==> config.mk <==
export PLATFORM = sky130hd
export DESIGN_NAME = key_direction_ctrl
export DESIGN_NICKNAME = d
export VERILOG_FILES = /design/src/rtl/key_direction_ctrl.sv
export SDC_FILE = /design/constraint.sdc
export NUM_CORES = 1
export LEC_CHECK = 0
export ABC_AREA = 1
export CAP_MARGIN = 15
export CORE_MARGIN = 2
export CORE_UTILIZATION = 46
export CTS_CLUSTER_SIZE = 8
export DETAILED_ROUTE_END_ITERATION = 10
export DONT_BUFFER_PORTS = 1
export GPL_TIMING_DRIVEN = 0
export REMOVE_ABC_BUFFERS = 1
export SYNTH_ARGS = -nofsm -noshare
export SYNTH_HDL_FRONTEND = slang
export SYNTH_SLANG_ARGS = --single-unit
==> constraint.sdc <==
create_clock -name clk -period 2.01 [get_ports clk]
set_input_delay 0 -clock clk [delete_from_list [all_inputs] [get_ports clk]]
set_output_delay 0 -clock clk [all_outputs]
set_load 0.02 [all_outputs]
==> src/rtl/key_direction_ctrl.sv <==
// rtl/key_direction_ctrl.sv - debounced four-key direction source with a valid/ready handoff
// Keys are synchronised, debounced, edge-detected, priority-selected, then offered one at a time.
module key_direction_ctrl #(
  parameter int DB_CYCLES = 500000,
  parameter int CNT_W     = $clog2(DB_CYCLES + 1)
) (
  input  logic       clk,
  input  logic       rst,
  input  logic [3:0] key_n,
  input  logic       dir_ready,
  input  logic       dir_clear,
  output logic       dir_valid,
  output logic [1:0] dir,
  output logic [1:0] cur_dir,
  output logic       any_press,
  output logic [3:0] key_state
);

  localparam logic [CNT_W-1:0] CNT_LAST = CNT_W'(DB_CYCLES - 1);

  logic [3:0]            sync1_q, sync2_q;
  logic [3:0]            level;
  logic [3:0][CNT_W-1:0] cnt_q, cnt_d;
  logic [3:0]            key_state_q, key_state_d;
  logic [3:0]            ks_prev_q;
  logic [3:0]            press_q;
  logic                  any_press_q;
  logic [1:0]            sel_q, sel_d;
  logic                  dir_valid_q, dir_valid_d;
  logic [1:0]            dir_q, dir_d;
  logic [1:0]            cur_dir_q, cur_dir_d;
  logic                  handshake;
  logic                  accept;
  logic [1:0]            ref_dir;

  assign level = ~sync2_q;

  // A counter only runs while the synchronised level disagrees with the accepted level.
  always_comb begin
    key_state_d = key_state_q;
    for (int i = 0; i < 4; i++) begin
      cnt_d[i] = '0;
      if (level[i] != key_state_q[i]) begin
        if (cnt_q[i] == CNT_LAST) begin
          key_state_d[i] = level[i];
        end else begin
          cnt_d[i] = cnt_q[i] + 1'b1;
        end
      end
    end
  end

  // Key index doubles as the direction code; the lowest index wins.
  always_comb begin
    sel_d = 2'd0;
    for (int i = 3; i >= 0; i--) begin
      if (press_q[i]) begin
        sel_d = 2'(i);
      end
    end
  end

  assign handshake = dir_valid_q && dir_ready;
  assign ref_dir   = handshake ? dir_q : cur_dir_q;
  assign accept    = any_press_q && (sel_q != ref_dir) && (sel_q != ~ref_dir);

  always_comb begin
    dir_valid_d = dir_valid_q;
    dir_d       = dir_q;
    cur_dir_d   = cur_dir_q;
    if (dir_clear) begin
      cur_dir_d   = 2'd0;
      dir_valid_d = 1'b0;
    end else begin
      if (handshake) begin
        cur_dir_d   = dir_q;
        dir_valid_d = 1'b0;
      end
      if (accept) begin
        dir_d       = sel_q;
        dir_valid_d = 1'b1;
      end
    end
  end

  always_ff @(posedge clk) begin
    if (rst) begin
      sync1_q     <= '1;
      sync2_q     <= '1;
      cnt_q       <= '0;
      key_state_q <= '0;
      ks_prev_q   <= '0;
      press_q     <= '0;
      any_press_q <= 1'b0;
      sel_q       <= 2'd0;
      dir_valid_q <= 1'b0;
      dir_q       <= 2'd0;
      cur_dir_q   <= 2'd0;
    end else begin
      sync1_q     <= key_n;
      sync2_q     <= sync1_q;
      cnt_q       <= cnt_d;
      key_state_q <= key_state_d;
      ks_prev_q   <= key_state_q;
      press_q     <= key_state_q & ~ks_prev_q;
      any_press_q <= |press_q;
      sel_q       <= sel_d;
      dir_valid_q <= dir_valid_d;
      dir_q       <= dir_d;
      cur_dir_q   <= cur_dir_d;
    end
  end

  assign dir_valid = dir_valid_q;
  assign dir       = dir_q;
  assign cur_dir   = cur_dir_q;
  assign any_press = any_press_q;
  assign key_state = key_state_q;

endmodule

Yosys cells after proc, flatten, opt, wreduce, memory -nomap -nowiden

Index checks and enable logic that the tools add are counted.

Add/sub/neg operators: 4
Equality and inequality tests: 10
Reduce and logical (&&, ||, !) cells: 17
Bitwise logic cells: 9
Mux-type cells: 6

Operators with widths:

| operator                                                        | count |
|---|---|
| 19-bit by 1-bit adder with 19-bit output, second input constant | 4 |
| 19-bit == test, second input constant                           | 4 |
| 3-bit OR reduction                                              | 5 |
| 2-bit AND reduction                                             | 5 |
| 4-bit inverter                                                  | 2 |
| 2-bit 2-to-1 mux                                                | 3 |
| 1-bit inverter                                                  | 5 |
| 4-bit AND                                                       | 1 |
| 1-bit != test                                                   | 4 |
| 2-bit != test                                                   | 2 |
| 2-bit OR reduction                                              | 2 |
| 4-bit OR reduction                                              | 1 |
| 1-bit logical AND                                               | 3 |
| 1-bit 2-to-1 mux                                                | 3 |
| 2-bit inverter                                                  | 1 |
| 2-bit nonzero test                                              | 1 |

Output and inout bits: 10
Input bits: 8
Bits in registers: 104
Word-level logic and storage cells: 64

Longest topological paths before layout

Gate-level depths: netlist (run 1).

Depth after elaboration: 6
Depth in mapped cells: 10
Gate-level depth less buffers: 10

Least setup slack after synthesis (run 1)

OpenSTA, ideal clock, no wires.

Kind: flip-flop to flip-flop
Start point: register cnt_q[38] in the netlist's numbering
End point: register cnt_q[38] in the netlist's numbering
Arrival: 1.375 ns
Library setup time: 0.119 ns
Path buffers: 1
Slack: 0.517 ns
Cell stages (with the launch flop): 8
Path through: dfxtp_1 ha_1 nand3_1 inv_1 nand3_1 o21bai_4 buf_6 nor2_1

Word-level cells in the longest chain between the ends: 2
Elaborated cells on any way between the ends: 3
Classes of those cells: 1 x add/sub; 1 x eq/ne; 1 x reduce/logical

RTL lines:

| element                                                                          | RTL line | RTL |
|---|---|---|
| start: declaration                                                               | 23       | `logic [3:0][CNT_W-1:0] cnt_q, cnt_d;` |
| start signal: assignment                                                         | 102      | `cnt_q <= cnt_d;` |
| branches (longest 2 deep; another with 19-bit by 1-bit adder with 19-bit output) | n/a      |  |

Parallel ways; which one is timed is not known.
A chain may end at the register's enable or synchronous reset.

Worst setup path in the final report (run 1)

Start point: register dir_valid_q, in the netlist dir_valid
End point: register dir_valid_q, in the netlist dir_valid

Word-level cells in the longest chain between the ends: 6
Elaborated cells on any way between the ends: 9
Classes of those cells: 2 x eq/ne; 2 x mux; 1 x bitwise; 4 x reduce/logical

RTL lines:

| element                                                       | RTL line | RTL |
|---|---|---|
| start: declaration                                            | 29       | `logic dir_valid_q, dir_valid_d;` |
| start signal: assignment                                      | 108      | `dir_valid_q <= dir_valid_d;` |
| 1-bit logical AND (*)                                         | 63       | `assign handshake = dir_valid_q && dir_ready;` |
| 2-bit 2-to-1 mux                                              | n/a      |  |
| 2-bit != test / 2-bit inverter (equally long branches)        | 65       | `assign accept = any_press_q && (sel_q != ref_dir) && (sel_q != ~ref_dir);` |
| 1-bit logical AND / 2-bit != test (equally long branches)     | 65       |  |
| 1-bit logical AND                                             | 65       |  |
| 1-bit 2-to-1 mux / 2-bit nonzero test (equally long branches) | n/a      |  |

Every way passes the cells marked *; elsewhere a longest branch is shown, timed or not.

==> flow_metrics.env, run 1 <==
export IMPL_fill_cells=1029
export IMPL_area_growth_pct=8.54
export IMPL_drive_above_1_share_pct=7.19
export IMPL_grt_pass1_vias=3737
export IMPL_syn_inst=679
export IMPL_start_util_pct=47.0
export IMPL_switching_share_pct=21.2
export IMPL_hold_viol=0
export IMPL_required_ns=2.32
export IMPL_outcome="finished, final reports clean"
export IMPL_rows=37
export IMPL_antenna_found_initial=0
export IMPL_maxCapViolations=0
export IMPL_start_kind="register"
export IMPL_yosys_top_cells_area="dfxtp_1 (43%), nand2_1 (11%), nor2_1 (7.5%)"
export IMPL_hpwl_um=6710
export IMPL_grt_pass1_wl_um=16200
export IMPL_slew_headroom_pct=56.8
export IMPL_fin_worst_skew_ns=0.00696
export IMPL_synth_top_family_by_area="simple AND/OR/NAND/NOR gates"
export IMPL_yosysSeqAreaShare_pct=43.1
export IMPL_layout_commonest_cell="nand2_1"
export IMPL_drtIter0Drc=163
export IMPL_mostFrequentLayoutCells="nand2_1 (143), dfxtp_1 (103), nor2_1 (97), inv_1 (93), nand3_1 (53)"
export IMPL_fin_crit_sh_pct=91.3
export IMPL_ys_warn_count=0
export IMPL_num_antenna_cells=0
export IMPL_end_kind="register"
export IMPL_clk_pin_slew_ns=0.09
export IMPL_clk_latency_ns=0.37
export IMPL_overflow=0
export IMPL_synthesis_area_sq_mm=0.00483
export IMPL_period_needed_ns=1.83
export IMPL_synth_compound_area_share_pct=5.59
export IMPL_ir_drop_v=0.000474
export IMPL_clock_root_buffer="clkbuf_8"
export IMPL_synthAdderAreaFrac_pct=1.04
export IMPL_first_pass_iters=5
export IMPL_p_sw_mw=0.726
export IMPL_cp_data_arrival_time_ns=2.14
export IMPL_p_comb_share_pct=1.6
export IMPL_grt_max_degree=22
export IMPL_dp_slack_ns=0.00698
export IMPL_seqPwrFrac_pct=60.5
export IMPL_ys_ff_latch=104
export IMPL_final_max_slew_viol_count=0
export IMPL_rsz0062_at_grt="false"
export IMPL_port_buffers=0
export IMPL_clkPwrFrac_pct=37.8
export IMPL_ys_types=32
export IMPL_die_h_um=107
export IMPL_tightest_slew_ns=0.647
export IMPL_place_congestion=0.899
export IMPL_numCtsBuffers=9
export IMPL_die_area_sq_mm=0.0113
export IMPL_p_leak_nw=1.92
export IMPL_clkSinkCount=104
export IMPL_critPathMaxFanout=7
export IMPL_synth_flop_cell="dfxtp_1"
export IMPL_fin_tns_setup_ns=0
export IMPL_seq_area_sq_mm=0.00208
export IMPL_synthMuxAreaShare_pct=0
export IMPL_drc=0
export IMPL_vias=4100
export IMPL_power_total_mw=3.43
export IMPL_netlist_area_leader_share_pct=43.1
export IMPL_grt_usage_pct=17.4
export IMPL_multi_input_area_sq_mm=0.00237
export IMPL_yosys_area_share_xor_xnor_pct=4.71
export IMPL_avgSynthCellArea_sq_um=7.12
export IMPL_cts_buffer_depth=2
export IMPL_synth_edf_count=0
export IMPL_p_int_mw=2.70
export IMPL_hp_class="primary input to register"
export IMPL_finalWirelength_um=9200
export IMPL_async_flop_share_pct=0
export IMPL_ios=18
export IMPL_power_density_mw_per_mm2=653
export IMPL_synth_simple_area_share_pct=37.3
export IMPL_cts_htree_levels=3
export IMPL_cts_setup_buffers=0
export IMPL_layout_setup_ws_ns=0.175
export IMPL_yosysTopAreaCell="dfxtp_1"
export IMPL_stdcell_count=831
export IMPL_dp_cells=808
export IMPL_drtAntennaViolNets=0
export IMPL_die_w_um=107
export IMPL_max_freq_ghz=0.545
export IMPL_finalSetupViolCount=0
export IMPL_utilization_pct=51.1
export IMPL_cts_tree="yes"
export IMPL_crit_type="register to register"
export IMPL_wl_per_cell_um=11.1
export IMPL_fin_nets=703
export IMPL_vias_per_cell=4.93
export IMPL_core_sq_mm=0.0103
[layer usage]
layer	vias up	share of wire, %	global-route usage [%]
met2	66	44	27.9
met4	0	1.2	5.38
met3	10	4.8	5.58
met1	1840	50	22.4
met5	-	0	0
li1	2184	-	-
[stage by stage]
step           hold slack [ns]  cell area (sq um)
2_1_floorplan           0.0691               4780
3_3_place_gp            0.0780               4950
3_5_place_dp            0.0795               4950
4_1_cts                 0.0929               5230
5_1_grt                 0.0239               5250
6_report                0.0225               5250
[final timing paths]
path / startpoint / end / slack (ns) / cells after the start
max reg2reg: dir_valid$_SDFFE_PP0P_ / dir_valid$_SDFFE_PP0P_ / 0.18 / 9
min: rst / cnt_q[1]$_SDFF_PP0_ / 0.02 / 4
max: dir_valid$_SDFFE_PP0P_ / dir_valid$_SDFFE_PP0P_ / 0.18 / 9
min reg2reg: ks_prev_q[2]$_SDFF_PP0_ / press_q[2]$_SDFF_PP0_ / 0.39 / 1
[registers in the layout (all words and copies together) (netlist names)]
register / cells
any_press: 1
cnt_q: 76
cur_dir: 2
dir: 2
dir_valid: 1
key_state: 4
ks_prev_q: 4
press_q: 4
sel_q: 2
sync1_q: 4
sync2_q: 4
[final cells by class]
type	count	share of cell area [%]
Multi-Input combinational cell	475	45.1
Sequential cell	104	39.7
Tap cell	136	3.24
Timing Repair Buffer	8	1.53
Inverter	93	6.65
Clock buffer	11	2.69
Clock inverter	4	1.05
[critical path: stages, from the launching register on]
cell	delay, ns
dfxtp_2	0.45
nand2_1	0.14
nand2_1	0.13
nand3_1	0.08
nand2_1	0.08
nand2_1	0.05
nand2_1	0.10
nand2_1	0.06
a21oi_1	0.14
dlygate4sd3_1	0.56
[repair_timing]
action / 4_1_cts / 5_1_grt
gates resized for setup: 1 / 4
pin swaps: 0 / 0
hold endpoints to repair: 30 / 0
gates cloned: 0 / 0
hold buffers: 8 / 0
setup endpoints to repair: 2 / 13
[cells by family (layout without fill, tap and decap cells)]
| kind of cell | Yosys count | after routing |
|---|---|---|
| compound gates | 50 | 50 |
| xor+xnor | 26 | 26 |
| simple gates | 395 | 395 |
| fa+ha+maj | 4 | 4 |
| flops | 104 | 104 |
| buf+inv | 100 | 116 |
[power groups by stage]
stage | Combinational (mW) | Clock, mW | Sequential, mW
floorplan | 0.0303 | 0 | 2.12
global placement | 0.0385 | 0 | 2.12
detailed placement | 0.0391 | 0 | 2.12
CTS | 0.0558 | 1.37 | 2.07
global route | 0.0645 | 1.45 | 2.08
finish | 0.0561 | 1.30 | 2.07
[synthesized netlist by cell type (4+ instances only)]
library cell  count
nor3_1           29
nand3_1          53
ha_1              4
nand3b_1          5
or2_0             6
dfxtp_1         104
nand4_1          21
xor2_1           17
nor2_1           97
or2_2            14
nand2_1         144
xnor2_1           9
nor2_2            7
inv_1            93
nor4_1            4
a21oi_1          39
o21ai_0           8
Note: power is estimated with default switching activity, not from simulation.
==> run 2: changes to the inputs <==
--- a/config.mk
+++ b/config.mk
@@ -8,11 +8,12 @@
 export ABC_AREA = 1
 export CAP_MARGIN = 15
 export CORE_MARGIN = 2
-export CORE_UTILIZATION = 46
+export CORE_UTILIZATION = 63
 export CTS_CLUSTER_SIZE = 8
 export DETAILED_ROUTE_END_ITERATION = 10
 export DONT_BUFFER_PORTS = 1
 export GPL_TIMING_DRIVEN = 0
+export PLACE_DENSITY = 0.79
 export REMOVE_ABC_BUFFERS = 1
 export SYNTH_ARGS = -nofsm -noshare
 export SYNTH_HDL_FRONTEND = slang
==> constraint.sdc (replaced) <==
create_clock -name clk -period 1.7 [get_ports clk]
set_input_delay 0 -clock clk [delete_from_list [all_inputs] [get_ports clk]]
set_output_delay 0 -clock clk [all_outputs]
set_load 0.02 [all_outputs]
==> run 2 against run 1 <==
  * The run now ends with negative hold slack left
  * Clock skew rose by 0.0037 ns
  * Core utilization grew 22 points
  * Flip-flop and latch count did not move
  * Sequential share of layout area decreased by 0.94 points
  * Largest cell class unchanged
  * Non-clock buffer count up 9
  * Worst hold slack got worse by 0.066 ns
==> flow_metrics.env, run 2 (synthesized netlist as in run 1, its figures left out) <==
export IMPL_cts_htree_levels=3
export IMPL_port_buffers=0
export IMPL_rows=31
export IMPL_drtIter0Drc=138
export IMPL_power_density_mw_per_mm2=748
export IMPL_mostFrequentLayoutCells="nand2_1 (143), dfxtp_1 (100), nor2_1 (94), inv_1 (92), nand3_1 (49)"
export IMPL_drive_above_1_share_pct=10.5
export IMPL_grt_pass1_wl_um=16100
export IMPL_num_antenna_cells=0
export IMPL_ios=18
export IMPL_antenna_found_initial=0
export IMPL_area_growth_pct=11.4
export IMPL_power_total_mw=4.03
export IMPL_slowest_stage="nor4_1"
export IMPL_core_sq_mm=0.00733
export IMPL_hold_viol=1
export IMPL_clk_pin_slew_ns=0.09
export IMPL_tightest_slew_ns=0.628
export IMPL_outcome="finished, violations left"
export IMPL_grt_max_degree=22
export IMPL_finalWirelength_um=9540
export IMPL_clock_root_buffer="clkbuf_8"
export IMPL_postCtsHoldBufs=7
export IMPL_numCtsBuffers=9
export IMPL_wl_per_cell_um=11.9
export IMPL_die_area_sq_mm=0.00839
export IMPL_die_h_um=91.6
export IMPL_cp_data_arrival_time_ns=1.86
export IMPL_drtAntennaViolNets=0
export IMPL_crit_type="register to register"
export IMPL_dp_cells=771
export IMPL_place_congestion=0.925
export IMPL_maxCapViolations=0
export IMPL_hp_class="primary input to register"
export IMPL_drc=0
export IMPL_r2r_slack_ns=0.1
export IMPL_finalSetupViolCount=0
export IMPL_worstReg2RegStart="cnt_q[0]$_SDFF_PP0_"
export IMPL_violations="negative hold slack"
export IMPL_required_ns=1.96
export IMPL_die_w_um=91.6
export IMPL_slew_headroom_pct=58.0
export IMPL_period_needed_ns=1.60
export IMPL_ff2ff_path_depth=6
export IMPL_holdWs_ns=-0.0431
export IMPL_start_kind="register"
export IMPL_path_cells="ha_1 -> nand3_2 -> nor4_1 -> nand2_1 -> nand2_1 -> nor2_1"
export IMPL_p_leak_nw=1.97
export IMPL_first_pass_iters=5
export IMPL_top_register="cnt_q"
export IMPL_cts_tree="yes"
export IMPL_ir_drop_v=0.000437
export IMPL_end_kind="register"
export IMPL_overflow=0
export IMPL_fin_crit_sh_pct=94.4
export IMPL_hpwl_um=6630
export IMPL_rr_endpoint="key_state[0]$_SDFFE_PP0P_"
export IMPL_cts_buffer_depth=2
export IMPL_final_max_slew_viol_count=0
export IMPL_critPathMaxFanout=5
export IMPL_largest_reg_flops=76
export IMPL_fin_nets=712
export IMPL_clkSinkCount=104
export IMPL_worstHoldStart="rst"
export IMPL_vias=4263
export IMPL_stdcell_area_sq_mm=0.00538
export IMPL_cpMostUsedCell="nand2_1"
export IMPL_max_freq_ghz=0.623
export IMPL_layout_commonest_cell="nand2_1"
export IMPL_grt_usage_pct=23.2
export IMPL_cpPeakStageDelay_ns=0.45
export IMPL_grt_pass1_vias=3910
export IMPL_vias_per_cell=5.31
export IMPL_stdcell_count=803
export IMPL_placed_area_sq_mm=0.00491
export IMPL_min_to="cnt_q[27]$_SDFF_PP0_"
export IMPL_start_util_pct=65.9
export IMPL_clk_latency_ns=0.37
export IMPL_holdPathStages=5
export IMPL_fin_worst_skew_ns=0.0107
[run 2: cell types whose count changed in the layout (fill, tap and decap cells not counted), moves of 2 or more]
cell     delta
dfxtp_2     +3
ha_1        -2
buf_4       +5
dfxtp_1     -3
nor2_4      +3
nand3_1     -4
buf_12      +5
nand3_2     +4
nor2_1      -3
[run 2: how the worst max path moves through the flow]
stage | from | endpoint | slack (ns) | cells after the start
2_1_floorplan | cnt_q[0]$_SDFF_PP0_ | cnt_q[16]$_SDFF_PP0_ | 0.09 | 7
3_3_place_gp | cnt_q[0]$_SDFF_PP0_ | cnt_q[16]$_SDFF_PP0_ | -0.20 | 7
3_5_place_dp | cnt_q[0]$_SDFF_PP0_ | cnt_q[16]$_SDFF_PP0_ | -0.24 | 7
4_1_cts | cnt_q[0]$_SDFF_PP0_ | cnt_q[16]$_SDFF_PP0_ | 0.01 | 8
5_1_grt | cnt_q[0]$_SDFF_PP0_ | key_state[0]$_SDFFE_PP0P_ | -0.03 | 6
6_report | cnt_q[0]$_SDFF_PP0_ | key_state[0]$_SDFFE_PP0P_ | 0.1 | 6
[run 2: through the flow]
stage                     utilization [%]  TNS [ns]  setup slack, ns
after floorplan                         -         0           0.0921
after global placement               67.0     -1.91           -0.198
after detailed placement             67.0     -4.11           -0.236
after CTS                            71.9         0           0.0120
after global routing                 73.4    -0.109          -0.0312
final                                73.4         0           0.0956
[run 2: metal layers]
| metal | vias up | part of all wire (%) | track usage [%] |
|---|---|---|---|
| met5 | - | 0 | 0 |
| met4 | 0 | 1.1 | 6.44 |
| met3 | 14 | 4.8 | 6.39 |
| met2 | 89 | 50 | 42.3 |
| met1 | 1967 | 44 | 26.2 |
| li1 | 2193 | - | - |
[run 2: where the power goes]
part           leakage [nW]  internal (mW)  switching (mW)
Combinational          1.04         0.0416          0.0431
Sequential            0.841           2.45         0.00663
Clock                0.0883          0.673           0.815
Total                  1.97           3.16           0.864
[run 2: final cells by class]
cell class | count | area (sq um)
Multi-Input combinational cell | 475 | 2430
Sequential cell | 104 | 2090
Fill cell | 576 | 1950
Inverter | 93 | 349
Timing Repair Buffer | 17 | 208
Clock buffer | 10 | 128
Tap cell | 99 | 124
Clock inverter | 5 | 58.8
[run 2: repair_timing]
action / in CTS / in global routing
pin swaps: 3 / 2
setup endpoints to repair: 61 / 66
hold endpoints to repair: 30 / 1
buffers inserted: 6 / 4
gates resized for setup: 5 / 18
[run 2: critical path, delay by kind of cell (launching register included)]
family | cells | cell delay, ns
adders and majority gates | 1 | 0.23
and+or+nand+nor | 5 | 0.90
DFF | 1 | 0.37
==> run 3: changes to the inputs <==
--- a/config.mk
+++ b/config.mk
@@ -8,12 +8,13 @@
 export ABC_AREA = 1
 export CAP_MARGIN = 15
 export CORE_MARGIN = 2
-export CORE_UTILIZATION = 63
+export CORE_UTILIZATION = 65
+export CTS_BUF_LIST = sky130_fd_sc_hd__clkbuf_4 sky130_fd_sc_hd__clkbuf_8
 export CTS_CLUSTER_SIZE = 8
 export DETAILED_ROUTE_END_ITERATION = 10
 export DONT_BUFFER_PORTS = 1
 export GPL_TIMING_DRIVEN = 0
-export PLACE_DENSITY = 0.79
+export PLACE_DENSITY = 0.81
 export REMOVE_ABC_BUFFERS = 1
 export SYNTH_ARGS = -nofsm -noshare
 export SYNTH_HDL_FRONTEND = slang
==> run 3 against run 2 <==
  * The run still ends with negative hold slack left
  * Sequential share of layout area up 0.26 points
  * Sequential power about the same
  * Die area down 2.9%
  * Worst hold slack better by 0.0082 ns
  * Clock-buffer cell count down 1
  * First-iteration DRC count up 19%
  * Global-route usage up 0.18 points
  * Maximum frequency up 2.6%
  * Clock power down 9%
  * Critical path type unchanged
  * Largest cell class unchanged
  * Largest power group unchanged
==> flow_metrics.env, run 3 (synthesized netlist as in run 1, its figures left out) <==
export IMPL_outcome="finished, violations left"
export IMPL_violations="negative hold slack"
export IMPL_drtIter0Drc=164
export IMPL_grt_max_degree=22
export IMPL_holdWs_ns=-0.0349
export IMPL_vias=4191
export IMPL_clk_pin_slew_ns=0.10
export IMPL_seqPwrFrac_pct=62.9
export IMPL_fill_cells=583
export IMPL_cts_htree_levels=3
export IMPL_stdcell_area_sq_mm=0.00536
export IMPL_overflow=0
export IMPL_dp_slack_ns=-0.235
export IMPL_clkPwrFrac_pct=35.0
export IMPL_cts_buffer_depth=2
export IMPL_max_freq_ghz=0.639
export IMPL_fin_nets=713
export IMPL_drive_above_1_share_pct=10.5
export IMPL_hpwl_um=6430
export IMPL_grt_pass1_wl_um=16000
export IMPL_required_ns=1.96
export IMPL_die_w_um=90.2
export IMPL_area_growth_pct=10.8
export IMPL_start_util_pct=67.0
export IMPL_power_density_mw_per_mm2=728
export IMPL_start_kind="register"
export IMPL_switching_share_pct=22.6
export IMPL_period_needed_ns=1.56
export IMPL_place_congestion=0.900
export IMPL_wl_met2_um=4410
export IMPL_port_buffers=0
export IMPL_p_sw_mw=0.883
export IMPL_grt_usage_pct=23.3
export IMPL_core_sq_mm=0.00721
export IMPL_fin_worst_skew_ns=0.00947
export IMPL_layout_commonest_cell="nand2_1"
export IMPL_largest_reg_flops=76
export IMPL_die_h_um=90.2
export IMPL_clock_root_buffer="clkbuf_8"
export IMPL_vias_per_cell=5.21
export IMPL_maxCapViolations=0
export IMPL_end_kind="register"
export IMPL_clk_latency_ns=0.36
export IMPL_rsz0062_at_grt="false"
export IMPL_seq_area_sq_mm=0.00209
export IMPL_final_max_slew_viol_count=0
export IMPL_crit_type="register to register"
export IMPL_ios=18
export IMPL_placed_area_sq_mm=0.00491
export IMPL_wl_met3_um=375
export IMPL_p_comb_share_pct=2.2
export IMPL_hp_class="primary input to register"
export IMPL_critPathMaxFanout=5
export IMPL_drtAntennaViolNets=0
export IMPL_fin_tns_setup_ns=0
export IMPL_dr_max_layer_used="met4"
export IMPL_layout_setup_ws_ns=0.136
export IMPL_multi_input_area_sq_mm=0.00242
export IMPL_antenna_found_initial=0
export IMPL_mostFrequentLayoutCells="nand2_1 (143), dfxtp_1 (99), nor2_1 (95), inv_1 (93), nand3_1 (50)"
export IMPL_numCtsBuffers=9
export IMPL_wl_per_cell_um=11.5
export IMPL_ir_drop_v=0.000574
export IMPL_clkSinkCount=104
export IMPL_top_register="cnt_q"
export IMPL_cts_tree="yes"
export IMPL_fin_crit_sh_pct=92.0
export IMPL_finalSetupViolCount=0
export IMPL_rows=31
export IMPL_cp_data_arrival_time_ns=1.83
export IMPL_hold_viol=1
export IMPL_p_int_mw=3.02
export IMPL_finalWirelength_um=9230
export IMPL_first_pass_iters=4
export IMPL_drc=0
export IMPL_utilization_pct=74.3
export IMPL_met1_length_um=4310
export IMPL_p_leak_nw=1.97
export IMPL_slew_headroom_pct=54.2
export IMPL_grt_pass1_vias=3943
export IMPL_num_antenna_cells=0
export IMPL_tightest_slew_ns=0.688
export IMPL_die_area_sq_mm=0.00814
## run 3: timing repair
action                                  CTS  global route
endpoints found under the hold margin    30             0
hold buffers                              7             0
resized for setup                         4            19
setup buffers                             8             3
endpoints found under the setup margin   60            69
pin swaps                                 3             3
## run 3: final timing paths
path / slack (ns) / startpoint / endpoint / cells past startpoint
max: 0.14 / cnt_q[38]$_SDFF_PP0_ / cnt_q[54]$_SDFF_PP0_ / 7
min: -0.03 / rst / cnt_q[25]$_SDFF_PP0_ / 5
max reg2reg: 0.14 / cnt_q[38]$_SDFF_PP0_ / cnt_q[54]$_SDFF_PP0_ / 7
min reg2reg: 0.39 / ks_prev_q[3]$_SDFF_PP0_ / press_q[3]$_SDFF_PP0_ / 1
## run 3: layer usage
layer | vias to the layer above | GRT usage, %
met5 | - | 0
met3 | 14 | 5.11
li1 | 2210 | -
met4 | 0 | 7.44
met1 | 1890 | 28.0
met2 | 77 | 41.6
## run 3: metrics by stage
| stage | power (mW) | instances |
|---|---|---|
| global route | 4.05 | 804 |
| finish | 3.90 | 804 |
| global placement | 2.55 | 771 |
| CTS | 3.94 | 801 |
| floorplan | 2.54 | 672 |
| detailed placement | 2.55 | 771 |
## run 3: critical path: stages, from the launching register on
cell and delay [ns]:
dfxtp_2 0.38, ha_2 0.22, nand3_1 0.15, nor3_1 0.31, nand4_1 0.17, xnor2_1 0.16
nand2_1 0.05, inv_1 0.04
## run 3: cell type report
type | instances | share of cell area [%]
clock buffer | 9 | 2.31
clock inverter | 6 | 0.794
inverter | 93 | 6.52
multi-input combinational | 475 | 45.2
sequential | 104 | 39.0
tap | 99 | 2.31
timing repair buffer | 18 | 3.83
## run 3: power by group through the flow
| stage | logic [mW] | registers [mW] | clock network [mW] |
|---|---|---|---|
| after global routing | 0.0946 | 2.45 | 1.50 |
| after floorplan | 0.0358 | 2.51 | 0 |
| after CTS | 0.0780 | 2.45 | 1.41 |
| final | 0.0846 | 2.45 | 1.36 |
| after global placement | 0.0438 | 2.51 | 0 |
| after detailed placement | 0.0451 | 2.51 | 0 |
